### src/rtl/scratchpad_pkg.sv
// Shared types and helpers for the scratchpad dual-port arbiter.
// Contents: requester id width helper, read-tracking entry type, latency bound.
package scratchpad_pkg;

    // Largest RAM read latency the tracking pipeline is built for
    localparam int unsigned MAX_READ_LATENCY = 3;

    // Id field is sized for the largest supported requester count (8)
    localparam int unsigned MAX_REQ_ID_W = 3;

    // Bits needed to index n requesters (at least 1)
    function automatic int unsigned REQ_ID_W(input int unsigned n);
        int unsigned w;
        w = 1;
        while ((32'd1 << w) < n) begin
            w = w + 1;
        end
        return w;
    endfunction

    // One stage of the per-port read tracking pipeline
    typedef struct packed {
        logic                    valid;
        logic [MAX_REQ_ID_W-1:0] id;
    } track_entry_t;

endpackage

### src/rtl/scratchpad_tdp_arbiter_rr_find_first.sv
// Rotating find-first-set: lowest set bit of req at or above base, wrapping.
// Ports: req (candidate vector), base (start index), found_c/idx_c (result).
module rr_find_first #(
    parameter int unsigned N     = 4,
    parameter int unsigned IDX_W = 2
) (
    input  logic [N-1:0]     req,
    input  logic [IDX_W-1:0] base,
    output logic             found_c,
    output logic [IDX_W-1:0] idx_c
);

    logic [IDX_W-1:0] cand;

    // Scan offsets high to low so the smallest offset from base wins
    always_comb begin
        found_c = 1'b0;
        idx_c   = '0;
        cand    = '0;
        for (int off = int'(N) - 1; off >= 0; off--) begin
            cand = IDX_W'((32'(base) + 32'(off)) % N);
            if (req[cand]) begin
                found_c = 1'b1;
                idx_c   = cand;
            end
        end
    end

endmodule

### src/rtl/scratchpad_tdp_arbiter.sv
// Round-robin arbiter sharing both ports of a true dual-port scratchpad RAM.
// Ports: req_* (per-requester request bus), rsp_* (read data return),
//        mem_* (RAM port A/B pins, driven directly each cycle).
module scratchpad_tdp_arbiter
    import scratchpad_pkg::*;
#(
    parameter int unsigned NUM_REQ      = 4,
    parameter int unsigned DATA_WIDTH   = 32,
    parameter int unsigned ADDR_WIDTH   = 8,
    parameter int unsigned READ_LATENCY = 1
) (
    input  logic                           clk,
    input  logic                           rst,
    input  logic [NUM_REQ-1:0]             req_valid,
    output logic [NUM_REQ-1:0]             req_ready,
    input  logic [NUM_REQ-1:0]             req_we,
    input  logic [NUM_REQ*ADDR_WIDTH-1:0]  req_addr,
    input  logic [NUM_REQ*DATA_WIDTH-1:0]  req_wdata,
    output logic [NUM_REQ-1:0]             rsp_valid,
    output logic [NUM_REQ*DATA_WIDTH-1:0]  rsp_data,
    output logic                           mem_ena,
    output logic                           mem_wea,
    output logic [ADDR_WIDTH-1:0]          mem_addra,
    output logic [DATA_WIDTH-1:0]          mem_dina,
    input  logic [DATA_WIDTH-1:0]          mem_douta,
    output logic                           mem_enb,
    output logic                           mem_web,
    output logic [ADDR_WIDTH-1:0]          mem_addrb,
    output logic [DATA_WIDTH-1:0]          mem_dinb,
    input  logic [DATA_WIDTH-1:0]          mem_doutb,
    output logic                           mem_regcea,
    output logic                           mem_regceb
);

    localparam int unsigned IDX_W = REQ_ID_W(NUM_REQ);

    // Successor index modulo NUM_REQ
    function automatic logic [IDX_W-1:0] next_idx(input logic [IDX_W-1:0] i);
        return IDX_W'((32'(i) + 32'd1) % NUM_REQ);
    endfunction

    logic [IDX_W-1:0]      ptr_q, ptr_d;
    logic                  a_found, b_found;
    logic [IDX_W-1:0]      a_idx, b_idx, b_base;
    logic [NUM_REQ-1:0]    b_mask;
    logic                  a_we, b_we;
    logic [ADDR_WIDTH-1:0] a_addr, b_addr;
    logic [DATA_WIDTH-1:0] a_wdata, b_wdata;
    logic                  conflict;
    logic                  grant_a, grant_b;

    track_entry_t track_a_q [READ_LATENCY];
    track_entry_t track_a_d [READ_LATENCY];
    track_entry_t track_b_q [READ_LATENCY];
    track_entry_t track_b_d [READ_LATENCY];
    track_entry_t last_a, last_b;

    // Port A: first valid requester from the round-robin pointer
    rr_find_first #(.N(NUM_REQ), .IDX_W(IDX_W)) u_find_a (
        .req     (req_valid),
        .base    (ptr_q),
        .found_c (a_found),
        .idx_c   (a_idx)
    );

    assign b_mask = req_valid & ~(NUM_REQ'(1) << a_idx);
    assign b_base = next_idx(a_idx);

    // Port B: next valid requester after A, A itself masked out
    rr_find_first #(.N(NUM_REQ), .IDX_W(IDX_W)) u_find_b (
        .req     (b_mask),
        .base    (b_base),
        .found_c (b_found),
        .idx_c   (b_idx)
    );

    assign a_we    = req_we[a_idx];
    assign b_we    = req_we[b_idx];
    assign a_addr  = req_addr[a_idx*ADDR_WIDTH +: ADDR_WIDTH];
    assign b_addr  = req_addr[b_idx*ADDR_WIDTH +: ADDR_WIDTH];
    assign a_wdata = req_wdata[a_idx*DATA_WIDTH +: DATA_WIDTH];
    assign b_wdata = req_wdata[b_idx*DATA_WIDTH +: DATA_WIDTH];

    // Same-address access involving a write would race across ports; B retries
    assign conflict = (a_addr == b_addr) && (a_we || b_we);

    assign grant_a = a_found && !rst;
    assign grant_b = b_found && !conflict && !rst;

    // Grants, RAM pins and pointer advance
    always_comb begin
        req_ready = '0;
        mem_ena   = 1'b0;
        mem_wea   = 1'b0;
        mem_addra = '0;
        mem_dina  = '0;
        mem_enb   = 1'b0;
        mem_web   = 1'b0;
        mem_addrb = '0;
        mem_dinb  = '0;
        ptr_d     = ptr_q;
        if (grant_a) begin
            req_ready[a_idx] = 1'b1;
            mem_ena          = 1'b1;
            mem_wea          = a_we;
            mem_addra        = a_addr;
            mem_dina         = a_wdata;
            ptr_d            = next_idx(a_idx);
        end
        if (grant_b) begin
            req_ready[b_idx] = 1'b1;
            mem_enb          = 1'b1;
            mem_web          = b_we;
            mem_addrb        = b_addr;
            mem_dinb         = b_wdata;
            ptr_d            = next_idx(b_idx);
        end
    end

    assign mem_regcea = 1'b1;
    assign mem_regceb = 1'b1;

    // Read tracking: stage 0 loads this cycle's grant, later stages shift
    always_comb begin
        track_a_d[0] = '{valid: grant_a && !a_we, id: MAX_REQ_ID_W'(a_idx)};
        track_b_d[0] = '{valid: grant_b && !b_we, id: MAX_REQ_ID_W'(b_idx)};
        for (int s = 1; s < int'(READ_LATENCY); s++) begin
            track_a_d[s] = track_a_q[s-1];
            track_b_d[s] = track_b_q[s-1];
        end
    end

    always_ff @(posedge clk) begin
        if (rst) begin
            ptr_q <= '0;
            for (int s = 0; s < int'(READ_LATENCY); s++) begin
                track_a_q[s] <= '0;
                track_b_q[s] <= '0;
            end
        end else begin
            ptr_q     <= ptr_d;
            track_a_q <= track_a_d;
            track_b_q <= track_b_d;
        end
    end

    assign last_a = track_a_q[READ_LATENCY-1];
    assign last_b = track_b_q[READ_LATENCY-1];

    // Response demux: a requester is granted at most once per cycle, so ports never collide
    always_comb begin
        rsp_valid = '0;
        rsp_data  = '0;
        for (int i = 0; i < int'(NUM_REQ); i++) begin
            if (!rst && last_a.valid && (last_a.id == MAX_REQ_ID_W'(i))) begin
                rsp_valid[i]                       = 1'b1;
                rsp_data[i*DATA_WIDTH +: DATA_WIDTH] = mem_douta;
            end else if (!rst && last_b.valid && (last_b.id == MAX_REQ_ID_W'(i))) begin
                rsp_valid[i]                       = 1'b1;
                rsp_data[i*DATA_WIDTH +: DATA_WIDTH] = mem_doutb;
            end
        end
    end

endmodule

### config.mk
export PLATFORM = sky130hd
export DESIGN_NAME = scratchpad_tdp_arbiter
export DESIGN_NICKNAME = d
export VERILOG_FILES = /design/src/rtl/scratchpad_pkg.sv /design/src/rtl/scratchpad_tdp_arbiter_rr_find_first.sv /design/src/rtl/scratchpad_tdp_arbiter.sv
export SDC_FILE = /design/constraint.sdc
export NUM_CORES = 1
export LEC_CHECK = 0
export BUFFER_PORTS_ARGS = -buffer_cell sky130_fd_sc_hd__buf_2
export CAP_MARGIN = 15
export CORE_AREA = 2 2 178 180
export CTS_CLUSTER_SIZE = 8
export DETAILED_ROUTE_END_ITERATION = 12
export DIE_AREA = 0 0 180 182
export GPL_ROUTABILITY_DRIVEN = 0
export REMOVE_ABC_BUFFERS = 1
export SLEW_MARGIN = 20
export SYNTH_ARGS = -nofsm -noshare
export SYNTH_HDL_FRONTEND = slang
export SYNTH_SLANG_ARGS = --single-unit
### constraint.sdc
create_clock -name clk -period 20.7 [get_ports clk]
set_input_delay 4.14 -clock clk [delete_from_list [all_inputs] [get_ports clk]]
set_output_delay 4.14 -clock clk [all_outputs]
set_load 0.01 [all_outputs]
==> metrics.json <==
{
  "multiInputGateArea": {"value": 0.00512, "unit": "sq mm"},
  "layout-drive-gt1-share": {"value": 39.0, "unit": "%"},
  "period_share": {"value": 70.8, "unit": "%"},
  "timing.max_cap.violations": {"value": 0},
  "drtAntennaViolNets": {"value": 0},
  "dpl-instance-area": {"value": 0.00818, "unit": "sq mm"},
  "postLayoutCellArea": {"value": 0.00829, "unit": "sq mm"},
  "drc_violation_count_after_routing": {"value": 0},
  "via_count": {"value": 8729},
  "critPathArrivalTime": {"value": 10520, "unit": "ps"},
  "yosysWarnings": {"value": 0},
  "grt_first_pass_wirelength": {"value": 51300, "unit": "microns"},
  "number_of_iterations_in_the_first_detailed_routing_pass": {"value": 5},
  "design.die.area": {"value": 0.0328, "unit": "sq mm"},
  "syn_to_final_growth": {"value": 47.0, "unit": "%"},
  "die_height": {"value": 182, "unit": "microns"},
  "worst_setup_path_start_kind": {"value": "input pin"},
  "post_synth_main_area_contributors": {"value": "a22o_1 20%, nand2_1 16%, mux2i_1 15%, and3_1 8.4%, nand3_1 7.5%"},
  "timing.final.setup_violations": {"value": 0},
  "totalWireLength": {"value": 35100, "unit": "microns"},
  "synth.distinct_cells": {"value": 66},
  "synthDominantAreaCellType": {"value": "a22o_1"},
  "postSynthRegisterBits": {"value": 8},
  "worstSkewPairLatency": {"value": 230, "unit": "ps"},
  "final.setup_skew": {"value": 3.54, "unit": "ps"},
  "syn_avg_cell_area": {"value": 6.32, "unit": "sq um"},
  "grt_use_met3": {"value": 4.37, "unit": "%"},
  "floorplan.initialDensity": {"value": 18.2, "unit": "%"},
  "route.detailed.wl_per_inst": {"value": 20.7, "unit": "microns"},
  "grt_util_all_layers": {"value": 20.1, "unit": "%"},
  "design.core.area": {"value": 0.0310, "unit": "sq mm"},
  "cts_setup_buffers": {"value": 0},
  "path_max_fanout": {"value": 59},
  "top_level_ports": {"value": 456},
  "syn_area": {"value": 0.00564, "unit": "sq mm"},
  "power-per-cell-area": {"value": 101, "unit": "mW/mm^2"},
  "clk_path_buf_depth": {"value": 2},
  "buffers_added_on_ports": {"value": 453},
  "timing_worst_slew_pin_value": {"value": 1010, "unit": "ps"},
  "timing.critical_path.to_type": {"value": "output pin"},
  "met1_usage": {"value": 21.6, "unit": "%"},
  "static-leakage-power": {"value": 4.70, "unit": "nW"},
  "placement_row_count": {"value": 65},
  "maxSlewHeadroom": {"value": 32.8, "unit": "%"},
  "max_freq": {"value": 68.2, "unit": "MHz"},
  "clock-sinks": {"value": 8},
  "irDropWorstVdd": {"value": 0.0589, "unit": "mV"},
  "worst_ep_required_time": {"value": 16560, "unit": "ps"},
  "status": {"value": "finished, final reports clean"},
  "final_net_count": {"value": 1523},
  "h-tree-depth": {"value": 1},
  "dp_hpwl": {"value": 28100, "unit": "microns"},
  "report.final.hold_viol_count": {"value": 0},
  "path_category_of_the_worst_min_delay_check": {"value": "reg -> reg"},
  "cts_tree": {"value": "built"},
  "p_total": {"value": 0.841, "unit": "mW"},
  "final.fill_count": {"value": 3463},
  "gr-total-overflow": {"value": 0},
  "postSynth.asyncResetShare": {"value": 0, "unit": "%"},
  "sequential_fraction_of_the_synthesis_area": {"value": 2.84, "unit": "%"},
  "synth_enable_flop_cells": {"value": 0},
  "cts.hold.buffers_added": {"value": 0},
  "finalWorstPathRequiredPeriod": {"value": 14660, "unit": "ps"},
  "grt_setup_unrepaired": {"value": "no"},
  "fin_worst_hold_slack": {"value": 637, "unit": "ps"},
  "regArea": {"value": 160, "unit": "sq um"},
  "first_global_vias": {"value": 8362},
  "root_buffer": {"value": "clkbuf_16"},
  "chipWidth": {"value": 180, "unit": "microns"},
  "clk_transition_reported_paths": {"value": 40, "unit": "ps"},
  "drt-vias-per-instance": {"value": 5.16},
  "busiest_layer": {"value": "met2"},
  "postSynthCellCount": {"value": 893},
  "ctsResizeCount": {"value": 0},
  "antenna_found_initial": {"value": 16},
  "grtUsageMet2": {"value": 37.9, "unit": "%"},
  "grt_start_max_net_pins": {"value": 84},
  "synth_flop_cell": {"value": "dfxtp_1"},
  "final.setup.tns": {"value": 0, "unit": "ps"},
  "synthDominantCellAreaShare": {"value": 20.5, "unit": "%"},
  "drtIter0Drc": {"value": 558},
  "drv_slew": {"value": 0},
  "numCtsBuffers": {"value": 3},
  "setup.worst_path.class": {"value": "in -> out"}
}
-- cell type report --
type	instances	share of cell area, %
Inverter	6	0.302
Antenna cell	12	0.362
Multi-Input combinational cell	795	61.8
Timing Repair Buffer	467	28.6
Sequential cell	8	1.93
Clock buffer	3	0.906
Tap cell	402	6.07
-- placed cells by master, fill, tap and decap left out, types with 3 or more instances in the layout --
| master | netlist | final |
|---|---|---|
| o21a_1 | 4 | 4 |
| ha_1 | 8 | 8 |
| nand2b_1 | 8 | 8 |
| dfxtp_1 | 8 | 8 |
| nand3b_1 | 3 | 3 |
| clkbuf_16 | 0 | 3 |
| nand2_1 | 236 | 236 |
| buf_2 | 11 | 453 |
| and2_1 | 3 | 3 |
| a22o_1 | 132 | 132 |
| nand3_1 | 85 | 85 |
| xor2_1 | 7 | 7 |
| or2_2 | 3 | 3 |
| a21oi_1 | 6 | 6 |
| o211ai_1 | 5 | 5 |
| mux2i_1 | 86 | 86 |
| buf_4 | 3 | 14 |
| inv_2 | 2 | 3 |
| nor2b_1 | 8 | 8 |
| and3_1 | 76 | 76 |
| o21ai_0 | 12 | 12 |
| xnor2_1 | 18 | 18 |
| nor4_1 | 4 | 4 |
| nor3_1 | 6 | 4 |
| a211oi_1 | 5 | 5 |
| nor2_1 | 29 | 25 |
| mux2_2 | 3 | 3 |
| diode_2 | 0 | 12 |
| nor2_2 | 1 | 4 |
| a31oi_1 | 4 | 4 |
-- cell usage after synthesis (3+ instances only) --
| cell | instances |
|---|---|
| ha_1 | 8 |
| dfxtp_1 | 8 |
| nor2b_1 | 8 |
| nor4_1 | 4 |
| nand2_1 | 236 |
| or2_2 | 3 |
| and2_1 | 3 |
| buf_2 | 11 |
| clkbuf_1 | 57 |
| o21ai_0 | 12 |
| o211ai_1 | 5 |
| nand3_1 | 85 |
| xnor2_1 | 18 |
| o311a_1 | 3 |
| and3_1 | 76 |
| nand2b_1 | 8 |
| a22o_1 | 132 |
| buf_1 | 11 |
| inv_1 | 3 |
| mux2i_1 | 86 |
| nor3_1 | 6 |
| buf_4 | 3 |
| a31oi_1 | 4 |
| a211oi_1 | 5 |
| nor3b_1 | 3 |
| o21a_1 | 4 |
| a21oi_1 | 6 |
| buf_6 | 3 |
| nand3b_1 | 3 |
| xor2_1 | 7 |
| nor2_1 | 29 |
| mux2_2 | 3 |
-- state kept, by name (all words and copies together), names as in the netlist --
| name | cells |
|---|---|
| ptr_q | 2 |
| last_b | 3 |
| last_a | 3 |
-- per-stage QoR --
step	utilization, %	std cells	setup slack [ps]
after floorplan	-	809	5310
after global placement	26.4	1678	6430
after detailed placement	26.4	1678	6140
after CTS	26.7	1681	6140
after global routing	26.7	1688	5700
final	26.8	1693	6040
-- cells by family after synthesis --
logic type	synth area share, %
AO/OA/AOI/OAI	28.4
flip-flops	2.84
AND/OR/NAND/NOR	40.2
other	0.0665
buffers and inverters	6.94
multiplexers	15.9
XOR/XNOR	3.88
adder cells (fa/ha/maj)	1.77
-- worst max-delay path: stages --
cell	delay (ps)
buf_2	130
nor2b_1	190
or4b_4	590
nand2_4	410
buf_4	620
ha_1	280
nor2b_1	120
and3_1	210
o31ai_1	280
o311a_2	240
buf_4	490
inv_2	570
nor4_1	530
nor4_2	60
nand4_1	150
a211oi_4	80
nor3_4	520
buf_4	430
and3_1	220
buf_2	130
-- where the power goes --
group          internal [mW]  switching, mW
Combinational          0.299          0.481
Clock                 0.0249        0.00776
Sequential            0.0212        0.00655
-- layer usage --
metal / share of wire [%] / vias up
li1: - / 4036
met1: 36 / 4072
met2: 51 / 527
met3: 8.3 / 84
met4: 4.4 / 10
met5: 0.19 / -
-- final timing paths --
kind | from | end | slack (ps) | cells past startpoint
setup / recovery | req_valid[2] | mem_dinb[28] | 6040 | 20
hold / removal | ptr_q[1] | ptr_q[1] | 640 | 2
setup reg to reg | ptr_q[0] | last_b[3] | 14250 | 18
hold reg to reg | ptr_q[1] | ptr_q[1] | 640 | 2
Note: power is estimated with default switching activity, not from simulation.
